[config.mk]
export PLATFORM = sky130hd
export DESIGN_NAME = wb_stage
export DESIGN_NICKNAME = d
export VERILOG_FILES = /design/src/rtl/npc_pkg.sv /design/src/rtl/load_ext.sv /design/src/rtl/wb_stage.sv
export SDC_FILE = /design/constraint.sdc
export NUM_CORES = 1
export LEC_CHECK = 0
export ABC_AREA = 1
export BUFFER_PORTS_ARGS = -buffer_cell sky130_fd_sc_hd__buf_4
export CAP_MARGIN = 10
export CORE_MARGIN = 4
export CORE_UTILIZATION = 54
export CTS_BUF_LIST = sky130_fd_sc_hd__clkbuf_4
export CTS_CLUSTER_SIZE = 10
export DETAILED_ROUTE_END_ITERATION = 10
export GPL_TIMING_DRIVEN = 0
export PLACE_DENSITY = 0.95
export SLEW_MARGIN = 15
export SYNTH_ARGS = -nofsm -noshare
export SYNTH_HDL_FRONTEND = slang
export SYNTH_SLANG_ARGS = --single-unit
[constraint.sdc]
create_clock -name clk -period 3 [get_ports clk]
set_input_delay 0.45 -clock clk [delete_from_list [all_inputs] [get_ports clk]]
set_output_delay 0.45 -clock clk [all_outputs]
set_load 0.05 [all_outputs]
[src/rtl/npc_pkg.sv]
// Shared NPC core definitions: writeback select encodings, load funct3 codes
// and the writeback-stage state encoding.
package npc_pkg;

  localparam logic [1:0] WB_SEL_ALU  = 2'd0;
  localparam logic [1:0] WB_SEL_LOAD = 2'd1;
  localparam logic [1:0] WB_SEL_PC4  = 2'd2;
  localparam logic [1:0] WB_SEL_CSR  = 2'd3;

  localparam logic [2:0] F3_LB  = 3'b000;
  localparam logic [2:0] F3_LH  = 3'b001;
  localparam logic [2:0] F3_LW  = 3'b010;
  localparam logic [2:0] F3_LBU = 3'b100;
  localparam logic [2:0] F3_LHU = 3'b101;

  typedef enum logic [1:0] {
    WB_IDLE     = 2'd0,
    WB_WAIT_MEM = 2'd1,
    WB_WRITE    = 2'd2
  } wb_state_e;

endpackage

[src/rtl/load_ext.sv]
// Combinational load extraction: picks the byte/half addressed by off out of
// an aligned 32-bit word and sign- or zero-extends it according to funct3.
module load_ext
  import npc_pkg::*;
(
  input  logic [31:0] word,
  input  logic [1:0]  off,
  input  logic [2:0]  funct3,
  output logic [31:0] data
);

  logic [7:0]  byte_sel;
  logic [15:0] half_sel;

  always_comb begin
    byte_sel = word[7:0];
    case (off)
      2'd0:    byte_sel = word[7:0];
      2'd1:    byte_sel = word[15:8];
      2'd2:    byte_sel = word[23:16];
      default: byte_sel = word[31:24];
    endcase
  end

  // Halves are selected by off[1] only; off[0] is ignored for halfword loads.
  assign half_sel = off[1] ? word[31:16] : word[15:0];

  always_comb begin
    data = word;
    case (funct3)
      F3_LB:   data = {{24{byte_sel[7]}}, byte_sel};
      F3_LH:   data = {{16{half_sel[15]}}, half_sel};
      F3_LBU:  data = {24'd0, byte_sel};
      F3_LHU:  data = {16'd0, half_sel};
      default: data = word;
    endcase
  end

endmodule

[src/rtl/wb_stage.sv]
// Writeback stage: accepts one retired instruction, waits for load data when
// needed, then writes the register file and pulses commit for one cycle.
module wb_stage
  import npc_pkg::*;
#(
  parameter int ADDR_WIDTH = 5,
  parameter int DATA_WIDTH = 32
) (
  input  logic                  clk,
  input  logic                  rst,
  // Upstream handshake: a transfer happens on a rising edge where in_valid and
  // in_ready are both high; in_ready depends only on state, never on in_valid.
  input  logic                  in_valid,
  output logic                  in_ready,
  input  logic [DATA_WIDTH-1:0] in_pc,
  input  logic [ADDR_WIDTH-1:0] in_rd,
  input  logic                  in_rd_wen,
  input  logic [1:0]            in_wb_sel,
  input  logic [DATA_WIDTH-1:0] in_alu_res,
  input  logic [DATA_WIDTH-1:0] in_csr_rdata,
  input  logic [2:0]            in_funct3,
  input  logic                  mem_rvalid,
  input  logic [DATA_WIDTH-1:0] mem_rdata,
  output logic                  rf_wen,
  output logic [ADDR_WIDTH-1:0] rf_waddr,
  output logic [DATA_WIDTH-1:0] rf_wdata,
  output logic                  commit_valid,
  output logic [DATA_WIDTH-1:0] commit_pc,
  output logic [1:0]            dbg_state,
  output logic [1:0]            dbg_sel
);

  wb_state_e state, state_next;

  logic [DATA_WIDTH-1:0] pc_q;
  logic [ADDR_WIDTH-1:0] rd_q;
  logic                  rd_wen_q;
  logic [1:0]            sel_q;
  logic [2:0]            funct3_q;
  logic [DATA_WIDTH-1:0] res_q;
  logic [DATA_WIDTH-1:0] sel_res;
  logic [DATA_WIDTH-1:0] load_data;
  logic                  accept;

  assign in_ready = (state == WB_IDLE);
  assign accept   = in_valid && in_ready;

  // For loads res_q carries the effective address until data arrives, so the
  // byte offset is taken from it during WAIT_MEM.
  always_comb begin
    sel_res = in_alu_res;
    case (in_wb_sel)
      WB_SEL_ALU:  sel_res = in_alu_res;
      WB_SEL_LOAD: sel_res = in_alu_res;
      WB_SEL_PC4:  sel_res = in_pc + DATA_WIDTH'(4);
      default:     sel_res = in_csr_rdata;
    endcase
  end

  load_ext u_load_ext (
    .word   (mem_rdata),
    .off    (res_q[1:0]),
    .funct3 (funct3_q),
    .data   (load_data)
  );

  always_ff @(posedge clk) begin
    if (rst) state <= WB_IDLE;
    else     state <= state_next;
  end

  always_comb begin
    state_next = state;
    case (state)
      WB_IDLE:     if (in_valid)
                     state_next = (in_wb_sel == WB_SEL_LOAD) ? WB_WAIT_MEM : WB_WRITE;
      WB_WAIT_MEM: if (mem_rvalid) state_next = WB_WRITE;
      WB_WRITE:    state_next = WB_IDLE;
      default:     state_next = WB_IDLE;
    endcase
  end

  always_ff @(posedge clk) begin
    if (rst) begin
      pc_q     <= '0;
      rd_q     <= '0;
      rd_wen_q <= 1'b0;
      sel_q    <= '0;
      funct3_q <= '0;
      res_q    <= '0;
    end else if (accept) begin
      pc_q     <= in_pc;
      rd_q     <= in_rd;
      rd_wen_q <= in_rd_wen;
      sel_q    <= in_wb_sel;
      funct3_q <= in_funct3;
      res_q    <= sel_res;
    end else if (state == WB_WAIT_MEM && mem_rvalid) begin
      res_q    <= load_data;
    end
  end

  assign rf_wen       = (state == WB_WRITE) && rd_wen_q && (rd_q != '0);
  assign rf_waddr     = rd_q;
  assign rf_wdata     = res_q;
  assign commit_valid = (state == WB_WRITE);
  assign commit_pc    = pc_q;
  assign dbg_state    = state;
  assign dbg_sel      = sel_q;

endmodule

==> run metrics <==
outcome completed; logic depth of the worst register-to-register path 7; max-slew violation count 0; total overflow reported by the global router 0; sequential-to-total area share from yosys stat 30.5%; Clk network pwr share 25.4%; total met3 wirelength after detailed routing 2570 um; vias in the first global route 6470; effective utilization at floorplan 55.0%; HP Class in -> reg; Min-Delay Startpoint in_valid; Die Area 11000 um^2; maximum buffer depth of the clock tree 2; net switching component of the power 0.00132 W; kind of end point of the critical path output port; highest routed layer met4; commonest cells in the synthesized netlist 243 x sky130_fd_sc_hd__nand2_1, 98 x sky130_fd_sc_hd__nor2_1, 77 x sky130_fd_sc_hd__dfxtp_1, 71 x sky130_fd_sc_hd__nand3_1; buffers inserted by post-CTS timing repair 0; count of yosys warnings during synthesis 0; Critical R2R Launch dbg_state[0]; Power Internal 0.00196 W; detailed route wirelength on metal2 9850 um; flip-flop and latch count after synthesis 77; IO Port Bufs 217; gate family responsible for the most delay along the worst path simple AND/OR/NAND/NOR gates; most numerous cell in the Yosys netlist sky130_fd_sc_hd__nand2_1; placement row count 35; number of design rule violations left after detail routing 0; antenna diode count 0; number of enable-type register cells in the synthesized netlist 0; Power Dens Cells 469 nW/um^2; count of boundary I/O pins 219; critical path required time 2.55 ns; Synth top area share 30.5%; instance area at placement 6830 um^2; via count normalized by instance count 5.88; Crit path buffers/inverters 2; worst slew slack as a fraction of its limit 56.1%; final standard cell area without fillers 7010 um^2; cell area after synthesis 5060 um^2; mean area per synthesized cell 6.05 um^2; number of gates resized after cts 0; Comb power frac 38.9%; hold worst-path end dbg_state[1]; WL final 21800 um; Synth cell types 37; xor and xnor area share after synthesis 0%; first element of the critical path rf_waddr[2]; slew of the pin with the lowest slew margin 0.659 ns; Worst Setup Path Type reg -> out; Setup Skew 0.0141 ns; Fin. Hold Viols 0; number of levels in the clock H-tree 3; clock latency of the later-clocked register in the worst-skew pair 0.42 ns; count of final setup violators 0; compound-gate portion of the synthesized area 21.9%; synthesized instance count 837; Reg power frac 35.7%; crit path time final 2.12 ns; cell-by-cell listing of the critical path or3_1, o311ai_0, inv_1, buf_4; core area 9200 um^2; post-route clock period utilization 70.7%; Max stage delay cell, worst path sky130_fd_sc_hd__or3_1; Syn Nets 981; antenna violations before repair 0; antenna viol nets, final 0; maximum number of pins on one net before global-route repair 14; vias after detailed routing 6941; Die Ht 105 um; clock-pin slew reported for the worst setup and hold paths after clock tree synthesis 0.14 ns; Synth Area in Adders 0.247%; Maximum Capacitance Violations 0; switching power as a share of total power 40.3%; highest cell delay on the worst timing path 0.37 ns; Detailed Place HPWL 17500 um; unrepaired setup endpoints after global routing false; setup slack of the worst register-to-register path 1.04 ns; biggest fanout along the worst timing path 3; first-pass iteration count of the detailed router 6; area overhead of the layout relative to synthesis 38.5%; async set or reset register ratio after synthesis 0%; peak supply drop 299 uV; mean routed wirelength per cell 18.5 um; cell type with the largest total area after synthesis sky130_fd_sc_hd__dfxtp_1; simple logic cell fraction of the synthesized area 37.3%; DIE WIDTH 105 um; wire length of the first global-routing pass 33400 um; data arrival time at the worst-slack endpoint 1.67 ns; Worst R2R End rf_wdata[1]; number of nets in the layout 1209; Critical Path Source Type register; Sink Count 77; Post-synth top flop sky130_fd_sc_hd__dfxtp_1; Final GP Congestion 1.13; upper clock frequency limit 471 MHz; Tot GR Track Use 38.1%; number of instances on the worst hold path 3; wire length on met1 8340 um; dominant cells by area after synthesis sky130_fd_sc_hd__dfxtp_1 30%, sky130_fd_sc_hd__nand2_1 18%, sky130_fd_sc_hd__nor2_1 7.3%, sky130_fd_sc_hd__nand3_1 7.0%, sky130_fd_sc_hd__o21ai_0 6.6%; worst setup slack after layout 0.879 ns; fraction of final layout cells with drive strength greater than 1 26.4%; cell chosen for the clock root sky130_fd_sc_hd__clkbuf_4; final setup TNS 0 ns; number of buffers created by CTS 9; combinational family with the most area after synthesis simple AND/OR/NAND/NOR gates; pre-CTS setup slack 0.975 ns; drt first-iter violations 837; Leakage 3.45 nW; CTS tree done; Hold Buf Count CTS 0; fraction of synthesized area in multiplexers 0%
[layout by cell type (no fill, tap or decap), types with 2 or more instances in the layout]
master / instances
sky130_fd_sc_hd__a21oi_1: 66
sky130_fd_sc_hd__clkbuf_4: 9
sky130_fd_sc_hd__clkinv_1: 3
sky130_fd_sc_hd__inv_1: 67
sky130_fd_sc_hd__a21boi_1: 2
sky130_fd_sc_hd__a22o_1: 5
sky130_fd_sc_hd__nand3_1: 71
sky130_fd_sc_hd__a31oi_1: 9
sky130_fd_sc_hd__buf_4: 219
sky130_fd_sc_hd__nand2_2: 5
sky130_fd_sc_hd__bufinv_16: 3
sky130_fd_sc_hd__o211ai_1: 8
sky130_fd_sc_hd__o21bai_1: 7
sky130_fd_sc_hd__buf_2: 24
sky130_fd_sc_hd__nor2_4: 3
sky130_fd_sc_hd__nand4_1: 15
sky130_fd_sc_hd__o21ai_0: 67
sky130_fd_sc_hd__dfxtp_1: 77
sky130_fd_sc_hd__a22oi_1: 5
sky130_fd_sc_hd__nor2_2: 3
sky130_fd_sc_hd__nand3_2: 2
sky130_fd_sc_hd__a221oi_1: 15
sky130_fd_sc_hd__clkbuf_1: 22
sky130_fd_sc_hd__nand2_1: 243
sky130_fd_sc_hd__a21oi_2: 2
sky130_fd_sc_hd__inv_2: 6
sky130_fd_sc_hd__nor2_1: 98
[power by group through the flow]
stage | combinational [W] | clock, W | sequential (W)
6_report | 0.00128 | 0.000836 | 0.00117
5_1_grt | 0.00135 | 0.000871 | 0.00118
4_1_cts | 0.00125 | 0.000817 | 0.00117
3_5_place_dp | 0.00125 | 0 | 0.00119
3_3_place_gp | 0.00124 | 0 | 0.00119
2_1_floorplan | 0.000466 | 0 | 0.00149
[per-stage QoR]
step                      hold slack [ns]  util, %  power, W  instances
after global routing                0.255     76.2   0.00341       1181
after floorplan                     0.449        -   0.00195        837
after CTS                           0.270     76.2   0.00324       1181
final                               0.264     76.2   0.00329       1181
after detailed placement            0.460     74.2   0.00244       1165
after global placement              0.456     74.2   0.00243       1165
[cell type report]
type | count | area, um^2
plain buffers | 49 | 229
clock buffers | 9 | 67.6
inverters | 74 | 278
well taps | 111 | 139
flip-flops and latches | 77 | 1540
multi-input cells | 637 | 3010
clock inverters | 7 | 114
fillers | 781 | 2190
repair buffers | 217 | 1630
[how the worst max path moves through the flow]
stage	end	slack [ns]	cells after the start
6_report	rf_wen	0.88	4
5_1_grt	rf_wen	0.73	4
3_5_place_dp	rf_wdata[1]	0.97	7
2_1_floorplan	rf_wen	0.38	4
4_1_cts	rf_wen	0.87	4
3_3_place_gp	rf_wdata[1]	1.01	7
[state kept, by name, indices dropped and copies added (netlist names)]
register,flops
commit_pc,32
rf_wdata,32
rf_waddr,5
funct3_q,3
dbg_sel,2
dbg_state,2
rd_wen_q,1
[routing by layer]
metal  up-vias  global-route usage, %
li1       3228                      -
met1      3070                   48.2
met2       545                   62.6
met3        98                   7.72
met4         0                   16.9
met5         -                      0
[worst min-delay path: cells and delay by family]
kind | cells | cell delay, ns
compound gates | 1 | 0.05
buf+inv | 1 | 0.09
simple gates | 1 | 0.07
[kinds of logic after synthesis]
group | Yosys count
simple gates | 446
compound gates | 190
buf+inv | 123
flops | 77
fa+ha+maj | 1
Power figures use the tool's default switching activity.
